--- config.mk ---
export PLATFORM = sky130hd
export DESIGN_NAME = fpu_seq_flat
export DESIGN_NICKNAME = d
export VERILOG_FILES = /design/src/rtl/fpu_seq_if.sv /design/src/rtl/fpu_seq.sv /design/src/flat_wrapper.sv
export SDC_FILE = /design/constraint.sdc
export NUM_CORES = 1
export LEC_CHECK = 0
export CORE_AREA = 4 4 169 171
export DETAILED_ROUTE_END_ITERATION = 7
export DIE_AREA = 0 0 173 175
export PLACE_DENSITY = 0.77
export RECOVER_POWER = 25
export SYNTH_ARGS = -nofsm -noshare
export SYNTH_HDL_FRONTEND = slang
export SYNTH_SLANG_ARGS = --single-unit
--- constraint.sdc ---
create_clock -name clk -period 2.7 [get_ports clk]
set_input_delay 0.54 -clock clk [delete_from_list [all_inputs] [get_ports clk]]
set_output_delay 0.54 -clock clk [all_outputs]
set_load 0.02 [all_outputs]
--- src/rtl/fpu_seq_if.sv ---
// Memory and FP functional-unit port bundle for fpu_seq.
// The master side is the sequencer; the slave side is the memory / FU.
interface fpu_seq_if #(
    parameter int DW = 32
);
    logic [DW-1:0] mem_addr;
    logic [DW-1:0] mem_wdata;
    logic          mem_re;
    logic          mem_we;
    logic [DW-1:0] mem_rdata;
    logic          mem_ready;
    logic          fu_start;
    logic [1:0]    fu_func_o;
    logic [DW-1:0] fu_a;
    logic [DW-1:0] fu_b;
    logic          fu_done;
    logic [DW-1:0] fu_result;
    logic [4:0]    fu_flags;

    modport master (
        output mem_addr, mem_wdata, mem_re, mem_we,
        output fu_start, fu_func_o, fu_a, fu_b,
        input  mem_rdata, mem_ready,
        input  fu_done, fu_result, fu_flags
    );

    modport slave (
        input  mem_addr, mem_wdata, mem_re, mem_we,
        input  fu_start, fu_func_o, fu_a, fu_b,
        output mem_rdata, mem_ready,
        output fu_done, fu_result, fu_flags
    );
endinterface

--- src/rtl/fpu_seq.sv ---
// Single-issue FP instruction sequencer: FLW, FSW, FU arithmetic, FMV moves.
// Handshakes: mem_re/mem_we are one-cycle request pulses; the request is
// acknowledged by mem_ready while in MEM_WAIT (ignored elsewhere). fu_start is
// a one-cycle launch pulse; the result is taken on fu_done while in FU_WAIT
// (ignored elsewhere). All strobes and pulses are registered.
module fpu_seq #(
    parameter int DW            = 32,
    parameter int RA            = 5,
    parameter int MEM_TIMEOUT   = 16,
    parameter int LD_SAMPLE_DLY = 2
) (
    input  logic          clk,
    input  logic          rst_n,
    input  logic          enabled,
    input  logic [2:0]    op,
    input  logic [1:0]    fu_func,
    input  logic [DW-1:0] reg_rs1,
    input  logic [DW-1:0] freg_rs1,
    input  logic [DW-1:0] freg_rs2,
    input  logic [DW-1:0] imm,
    input  logic [RA-1:0] rd_addr,
    input  logic [RA-1:0] frd_addr,
    fpu_seq_if.master     bus,
    input  logic          fflags_clr,
    output logic [4:0]    fflags_acc,
    output logic          freg_wb_en,
    output logic [RA-1:0] freg_wb_addr,
    output logic [DW-1:0] freg_wb_data,
    output logic          reg_wb_en,
    output logic [RA-1:0] reg_wb_addr,
    output logic [DW-1:0] reg_wb_data,
    output logic          completed,
    output logic          mem_err,
    output logic          illegal,
    output logic          busy,
    output logic [3:0]    state_dbg
);
    localparam logic [2:0] OP_NOP     = 3'd0;
    localparam logic [2:0] OP_FLW     = 3'd1;
    localparam logic [2:0] OP_FSW     = 3'd2;
    localparam logic [2:0] OP_FARITH  = 3'd3;
    localparam logic [2:0] OP_FMV_X_W = 3'd4;
    localparam logic [2:0] OP_FMV_W_X = 3'd5;

    localparam int         TW       = $clog2(MEM_TIMEOUT + 1);
    localparam logic [TW-1:0] TMO_LAST = TW'(MEM_TIMEOUT - 1);
    localparam logic [3:0] LD_LAST  = (LD_SAMPLE_DLY == 0) ? 4'd0 : 4'(LD_SAMPLE_DLY - 1);

    typedef enum logic [3:0] {
        S_IDLE, S_MEM_REQ, S_MEM_WAIT, S_LD_DLY, S_FU_START,
        S_FU_WAIT, S_WB, S_DONE, S_ERR
    } state_t;

    state_t        state, state_n;
    logic [2:0]    op_q;
    logic [RA-1:0] frd_q;
    logic [TW-1:0] tmo_cnt;
    logic [3:0]    ld_cnt;

    logic [DW-1:0] mem_addr_q, mem_wdata_q, fu_a_q, fu_b_q;
    logic [1:0]    fu_func_q;
    logic          mem_re_q, mem_we_q, fu_start_q;

    logic accept, ld_sample, fu_take, fmv_f, fmv_x;

    assign busy      = (state != S_IDLE);
    assign state_dbg = state;

    assign bus.mem_addr  = mem_addr_q;
    assign bus.mem_wdata = mem_wdata_q;
    assign bus.mem_re    = mem_re_q;
    assign bus.mem_we    = mem_we_q;
    assign bus.fu_start  = fu_start_q;
    assign bus.fu_func_o = fu_func_q;
    assign bus.fu_a      = fu_a_q;
    assign bus.fu_b      = fu_b_q;

    // Next-state logic and one-cycle event decode.
    always_comb begin
        state_n   = state;
        accept    = 1'b0;
        ld_sample = 1'b0;
        fu_take   = 1'b0;
        case (state)
            S_IDLE: begin
                if (enabled && op != OP_NOP) begin
                    accept = 1'b1;
                    case (op)
                        OP_FLW, OP_FSW:         state_n = S_MEM_REQ;
                        OP_FARITH:              state_n = S_FU_START;
                        OP_FMV_X_W, OP_FMV_W_X: state_n = S_WB;
                        default:                state_n = S_DONE;
                    endcase
                end
            end
            S_MEM_REQ: state_n = S_MEM_WAIT;
            S_MEM_WAIT: begin
                if (bus.mem_ready) begin
                    if (op_q == OP_FSW) begin
                        state_n = S_DONE;
                    end else if (LD_SAMPLE_DLY == 0) begin
                        state_n   = S_WB;
                        ld_sample = 1'b1;
                    end else begin
                        state_n = S_LD_DLY;
                    end
                end else if (tmo_cnt == TMO_LAST) begin
                    state_n = S_ERR;
                end
            end
            S_LD_DLY: begin
                if (ld_cnt == LD_LAST) begin
                    state_n   = S_WB;
                    ld_sample = 1'b1;
                end
            end
            S_FU_START: state_n = S_FU_WAIT;
            S_FU_WAIT: begin
                if (bus.fu_done) begin
                    state_n = S_WB;
                    fu_take = 1'b1;
                end
            end
            S_WB, S_DONE, S_ERR: state_n = S_IDLE;
            default:             state_n = S_IDLE;
        endcase
    end

    assign fmv_f = accept && (op == OP_FMV_W_X);
    assign fmv_x = accept && (op == OP_FMV_X_W);

    // State register, wait counters and registered strobes/pulses.
    always_ff @(posedge clk or negedge rst_n) begin
        if (!rst_n) begin
            state      <= S_IDLE;
            tmo_cnt    <= '0;
            ld_cnt     <= '0;
            mem_re_q   <= 1'b0;
            mem_we_q   <= 1'b0;
            fu_start_q <= 1'b0;
            freg_wb_en <= 1'b0;
            reg_wb_en  <= 1'b0;
            completed  <= 1'b0;
            mem_err    <= 1'b0;
            illegal    <= 1'b0;
        end else begin
            state      <= state_n;
            tmo_cnt    <= (state == S_MEM_WAIT && state_n == S_MEM_WAIT) ? tmo_cnt + 1'b1 : '0;
            ld_cnt     <= (state == S_LD_DLY && state_n == S_LD_DLY) ? ld_cnt + 4'd1 : 4'd0;
            mem_re_q   <= accept && (op == OP_FLW);
            mem_we_q   <= accept && (op == OP_FSW);
            fu_start_q <= accept && (op == OP_FARITH);
            freg_wb_en <= ld_sample || fu_take || fmv_f;
            reg_wb_en  <= fmv_x;
            completed  <= (state_n == S_WB) || (state_n == S_DONE) || (state_n == S_ERR);
            mem_err    <= (state_n == S_ERR);
            illegal    <= accept && (state_n == S_DONE);
        end
    end

    // Latch the instruction fields and request payloads on acceptance.
    always_ff @(posedge clk or negedge rst_n) begin
        if (!rst_n) begin
            op_q        <= OP_NOP;
            frd_q       <= '0;
            mem_addr_q  <= '0;
            mem_wdata_q <= '0;
            fu_a_q      <= '0;
            fu_b_q      <= '0;
            fu_func_q   <= '0;
        end else if (accept) begin
            op_q  <= op;
            frd_q <= frd_addr;
            if (op == OP_FLW || op == OP_FSW) begin
                mem_addr_q  <= reg_rs1 + imm;
                mem_wdata_q <= freg_rs2;
            end
            if (op == OP_FARITH) begin
                fu_a_q    <= freg_rs1;
                fu_b_q    <= freg_rs2;
                fu_func_q <= fu_func;
            end
        end
    end

    // Write-back address/data; these hold after the enable pulse.
    always_ff @(posedge clk or negedge rst_n) begin
        if (!rst_n) begin
            freg_wb_addr <= '0;
            freg_wb_data <= '0;
            reg_wb_addr  <= '0;
            reg_wb_data  <= '0;
        end else begin
            if (ld_sample) begin
                freg_wb_addr <= frd_q;
                freg_wb_data <= bus.mem_rdata;
            end else if (fu_take) begin
                freg_wb_addr <= frd_q;
                freg_wb_data <= bus.fu_result;
            end else if (fmv_f) begin
                freg_wb_addr <= frd_addr;
                freg_wb_data <= reg_rs1;
            end
            if (fmv_x) begin
                reg_wb_addr <= rd_addr;
                reg_wb_data <= freg_rs1;
            end
        end
    end

    // Sticky exception flags; a clear coinciding with a result keeps only the new flags.
    always_ff @(posedge clk or negedge rst_n) begin
        if (!rst_n) begin
            fflags_acc <= '0;
        end else if (fflags_clr) begin
            fflags_acc <= fu_take ? bus.fu_flags : 5'd0;
        end else if (fu_take) begin
            fflags_acc <= fflags_acc | bus.fu_flags;
        end
    end
endmodule

--- src/flat_wrapper.sv ---
// flat-port wrapper written by rule: the top's interface ports become plain ports
module fpu_seq_flat 
#(
    parameter int DW            = 32,
    parameter int RA            = 5,
    parameter int MEM_TIMEOUT   = 16,
    parameter int LD_SAMPLE_DLY = 2
)
  (clk, rst_n, enabled, op, fu_func, reg_rs1, freg_rs1, freg_rs2, imm, rd_addr, frd_addr, fflags_clr, fflags_acc, freg_wb_en, freg_wb_addr, freg_wb_data, reg_wb_en, reg_wb_addr, reg_wb_data, completed, mem_err, illegal, busy, state_dbg, bus_mem_addr, bus_mem_wdata, bus_mem_re, bus_mem_we, bus_fu_start, bus_fu_func_o, bus_fu_a, bus_fu_b, bus_mem_rdata, bus_mem_ready, bus_fu_done, bus_fu_result, bus_fu_flags);
  fpu_seq_if #(.DW(DW)) bus_i ();
  input  logic clk;
  input  logic rst_n;
  input  logic enabled;
  input  logic [2:0] op;
  input  logic [1:0] fu_func;
  input  logic [DW-1:0] reg_rs1;
  input  logic [DW-1:0] freg_rs1;
  input  logic [DW-1:0] freg_rs2;
  input  logic [DW-1:0] imm;
  input  logic [RA-1:0] rd_addr;
  input  logic [RA-1:0] frd_addr;
  input  logic fflags_clr;
  output logic [4:0] fflags_acc;
  output logic freg_wb_en;
  output logic [RA-1:0] freg_wb_addr;
  output logic [DW-1:0] freg_wb_data;
  output logic reg_wb_en;
  output logic [RA-1:0] reg_wb_addr;
  output logic [DW-1:0] reg_wb_data;
  output logic completed;
  output logic mem_err;
  output logic illegal;
  output logic busy;
  output logic [3:0] state_dbg;
  output wire logic [$bits(bus_i.mem_addr)-1:0] bus_mem_addr;
  output wire logic [$bits(bus_i.mem_wdata)-1:0] bus_mem_wdata;
  output wire logic [$bits(bus_i.mem_re)-1:0] bus_mem_re;
  output wire logic [$bits(bus_i.mem_we)-1:0] bus_mem_we;
  output wire logic [$bits(bus_i.fu_start)-1:0] bus_fu_start;
  output wire logic [$bits(bus_i.fu_func_o)-1:0] bus_fu_func_o;
  output wire logic [$bits(bus_i.fu_a)-1:0] bus_fu_a;
  output wire logic [$bits(bus_i.fu_b)-1:0] bus_fu_b;
  input wire logic [$bits(bus_i.mem_rdata)-1:0] bus_mem_rdata;
  input wire logic [$bits(bus_i.mem_ready)-1:0] bus_mem_ready;
  input wire logic [$bits(bus_i.fu_done)-1:0] bus_fu_done;
  input wire logic [$bits(bus_i.fu_result)-1:0] bus_fu_result;
  input wire logic [$bits(bus_i.fu_flags)-1:0] bus_fu_flags;
  assign bus_mem_addr = bus_i.mem_addr;
  assign bus_mem_wdata = bus_i.mem_wdata;
  assign bus_mem_re = bus_i.mem_re;
  assign bus_mem_we = bus_i.mem_we;
  assign bus_fu_start = bus_i.fu_start;
  assign bus_fu_func_o = bus_i.fu_func_o;
  assign bus_fu_a = bus_i.fu_a;
  assign bus_fu_b = bus_i.fu_b;
  assign bus_i.mem_rdata = bus_mem_rdata;
  assign bus_i.mem_ready = bus_mem_ready;
  assign bus_i.fu_done = bus_fu_done;
  assign bus_i.fu_result = bus_fu_result;
  assign bus_i.fu_flags = bus_fu_flags;
  fpu_seq #(.DW(DW), .RA(RA), .MEM_TIMEOUT(MEM_TIMEOUT), .LD_SAMPLE_DLY(LD_SAMPLE_DLY)) u_core (.clk(clk), .rst_n(rst_n), .enabled(enabled), .op(op), .fu_func(fu_func), .reg_rs1(reg_rs1), .freg_rs1(freg_rs1), .freg_rs2(freg_rs2), .imm(imm), .rd_addr(rd_addr), .frd_addr(frd_addr), .bus(bus_i), .fflags_clr(fflags_clr), .fflags_acc(fflags_acc), .freg_wb_en(freg_wb_en), .freg_wb_addr(freg_wb_addr), .freg_wb_data(freg_wb_data), .reg_wb_en(reg_wb_en), .reg_wb_addr(reg_wb_addr), .reg_wb_data(reg_wb_data), .completed(completed), .mem_err(mem_err), .illegal(illegal), .busy(busy), .state_dbg(state_dbg));
endmodule
==> impl_results.md <==
* Status: finished with violations
* Failing checks: max-capacitance violations, max-slew violations
* Power per cell area at 997 nW/um^2
* Initial antenna violation count at 1
* Synth Warn # at 0
* Clk sinks at 238
* RSZ-0062 raised after global routing: true
* Slew headroom at -0.419
* Library cells used by synthesis at 57
* Die area at 30300 um^2
* Leakage at 8.57 nW
* Syn Std Cell Area at 11400 um^2
* Post-DP HPWL at 30.6 mm
* Placed cell count at 2005
* Routability-driven placement congestion ratio at 0.883
* Post-synth top area cell: dfrtp_1
* Post-synthesis compound-gate area fraction at 0.118
* Hold Fails Final Rpt at 0
* Yosys reg bits at 238
* Post-Place Setup Slack at -525 ps
* I/O pin count at 440
* Detailed-route DRC error count at 0
* Total track usage at 0.251
* Clk_skew at 12.4 ps
* VDD IR-drop max at 0.649 mV
* Initial Util at 0.424
* Final setup vio count at 0
* Worst skew pair latency at 530 ps
* Worst min-delay path startpoint: u_core.tmo_cnt[0]
* CP startpoint kind: input port
* GR Layer Usage met3 at 0.0495
* Largest net degree at the start of global routing at 82
* WP data required at 3130 ps
* I/O Buffers at 439
* Detail Route Antenna Nets at 0
* Post-route setup slack at 117 ps
* Crit-path max FO at 5
* Grt ovf at 0
* Layout cell share with drive strength beyond 1 at 0.128
* CP endpoint kind: flop
* Tmin final at 2580 ps
* DIE WIDTH at 173 um
* P&R area growth vs syn at 57.1%
* Hold buffers post-CTS at 0
* Period Utilization, post-route at 0.956
* Fill cell count at 2147
* Drt wl/cell at 19.3 um
* Most frequent cells after synthesis: 351 x nand2_1, 238 x dfrtp_1, 61 x o21ai_1, 50 x nor2_1, 49 x o21ai_0
* Worst setup path startpoint: reg_rs1[0]
* Seq/Total Area, Yosys at 0.522
* CTS root buffer: clkbuf_16
* Mux contribution to synthesized area at 0.107
* Worst R2R Start: u_core.state_dbg[1]
* Top cell type's share of synthesized area at 0.522
* Slew Viols, Final at 80
* Most frequent cell after synthesis: nand2_1
* Met1 Use GR at 0.317
* Worst hold path class: flop to flop
* Clock Path Buffers at 3
* Synth Flop Type: dfrtp_1
* XOR/XNOR Fraction of Synth Area at 0.0184
* FMAX at 387 MHz
* Iter 0 DRT Violations at 708
* Routing usage on met2 at 0.434
* Post-Syn Instances at 1172
* Max Cap Viol at 1
* Die H at 175 um
* Worst slew pin tran at 2130 ps
* Via density at 5.12
* Cell row count at 60
* Largest family of logic cells by synthesized area: simple AND/OR/NAND/NOR gates
* Post-synth EDFFs at 0
* Vias in the first global route at 10800
* Worst Path Arrival at 3020 ps
* DRT Pass-1 Iters at 5
* First-pass GRT wire length at 60.9 mm
* CTS Buf Count at 27
* CTS H-Tree Depth at 1
* Post-synth ARST share at 1.00
* Syn Area/Cell at 9.73 um^2
* Post-Synth Simple-Gate Area at 0.167
* CTS tree: built
* Vias at 10500
* Most used routing layer: met2
* WS Path Type: input port to flop
* Adder-cell share of the synthesized area at 0.0402
* Dominant cells by area after synthesis: dfrtp_1 52%, nand2_1 12%, mux2_2 4.4%
* Total wire length at 39.6 mm
* Core area at 26900 um^2
* Layout Nets at 1947
* Worst-path clk slew at 60 ps
* Fin cells at 2055
* Post-synth net total at 1426
-- worst paths after layout --
| kind | endpoint | slack [ps] | depth (start not counted) |
|---|---|---|---|
| worst max register to register | u_core.freg_wb_data[20] | 400 | 8 |
| max in group asynchronous | u_core.bus.mem_re | 690 | 2 |
| min in group asynchronous | u_core.fflags_acc[2] | 630 | 1 |
| worst min-delay path | u_core.tmo_cnt[0] | 470 | 1 |
| worst min register to register | u_core.tmo_cnt[0] | 470 | 1 |
| worst max-delay path | u_core.bus.mem_addr[22] | 120 | 12 |
-- logic make-up after synthesis --
logic type,Yosys count
AOI/OAI and AO/OA,219
xor gates and xnor gates,24
adders and majority gates,36
buffers and inverters,76
DFF,238
muxes,113
and+or+nand+nor,466
-- report_power, final --
part	switching, mW	internal, mW	total, mW
clock network	1.51	2.39	3.90
logic	4.15	3.86	8.02
registers	0.904	5.04	5.95
total	6.57	11.3	17.9
-- area by class of cell --
class,instances,area [um^2],share of cell area
well taps,341,427,0.0238
multi-input cells,858,5190,0.290
clock buffers,35,766,0.0427
flip-flops and latches,238,5960,0.332
inverters,21,78.8,0.00440
repair buffers,547,5300,0.296
diodes,1,2.50,0.000140
clock inverters,14,193,0.0108
-- stage by stage --
step / instance area (um^2) / util / hold slack, ps / total power, mW / TNS, ps
2_1_floorplan: 11400 / - / 244 / 9.59 / 0
3_3_place_gp: 17000 / 0.631 / 450 / 13.8 / -5070
3_5_place_dp: 17000 / 0.631 / 457 / 14.0 / -6130
4_1_cts: 17900 / 0.667 / 16.7 / 18.0 / 0
5_1_grt: 17900 / 0.667 / 492 / 18.8 / -10.2
6_report: 17900 / 0.667 / 468 / 17.9 / 0
-- cell usage in the layout, fill, tap and decap left out, types with 13 or more instances in the layout --
cell type | synthesis | routed
buf_4 | 0 | 96
clkbuf_16 | 0 | 27
mux2i_1 | 39 | 39
nand2_1 | 351 | 351
o21ai_0 | 49 | 49
mux2_1 | 29 | 29
mux2_2 | 45 | 45
a21o_1 | 16 | 15
ha_1 | 35 | 35
clkdlybuf4s50_1 | 0 | 438
a21oi_1 | 39 | 36
inv_1 | 19 | 19
nor2_1 | 50 | 48
dfrtp_1 | 238 | 238
and3_1 | 13 | 13
o21ai_1 | 61 | 60
-- timing repair --
action / CTS / global route
buffers inserted: 0 / 0
endpoints found under the setup margin: 0 / 8
resized for setup: 0 / 4
-- critical path, cell delays in order --
cell and delay, ps:
clkdlybuf4s50_1 500, ha_1 190, inv_1 60, fa_1 390, nand2b_1 190, a21oi_2 200
o21ai_2 140, nor3_2 160, buf_4 150, o21bai_1 80, and3_1 180, o31ai_1 230
-- layer usage --
layer,vias to the layer above,wire (um)
met4,0,1310
li1,5049,-
met2,425,19600
met3,81,2600
met1,4973,16100
met5,-,0
-- state kept, by name, indices dropped and copies added (netlist names), 2 cells and up --
name / cells
u_core.reg_wb_data: 32
u_core.state_dbg: 4
u_core.bus.fu_b: 32
u_core.op_q: 3
u_core.bus.fu_func_o: 2
u_core.bus.fu_a: 32
u_core.bus.mem_addr: 32
u_core.ld_cnt: 4
u_core.frd_q: 5
u_core.freg_wb_addr: 5
u_core.bus.mem_wdata: 32
u_core.tmo_cnt: 5
u_core.freg_wb_data: 32
u_core.fflags_acc: 5
u_core.reg_wb_addr: 5
(Power assumes the default switching activity.)
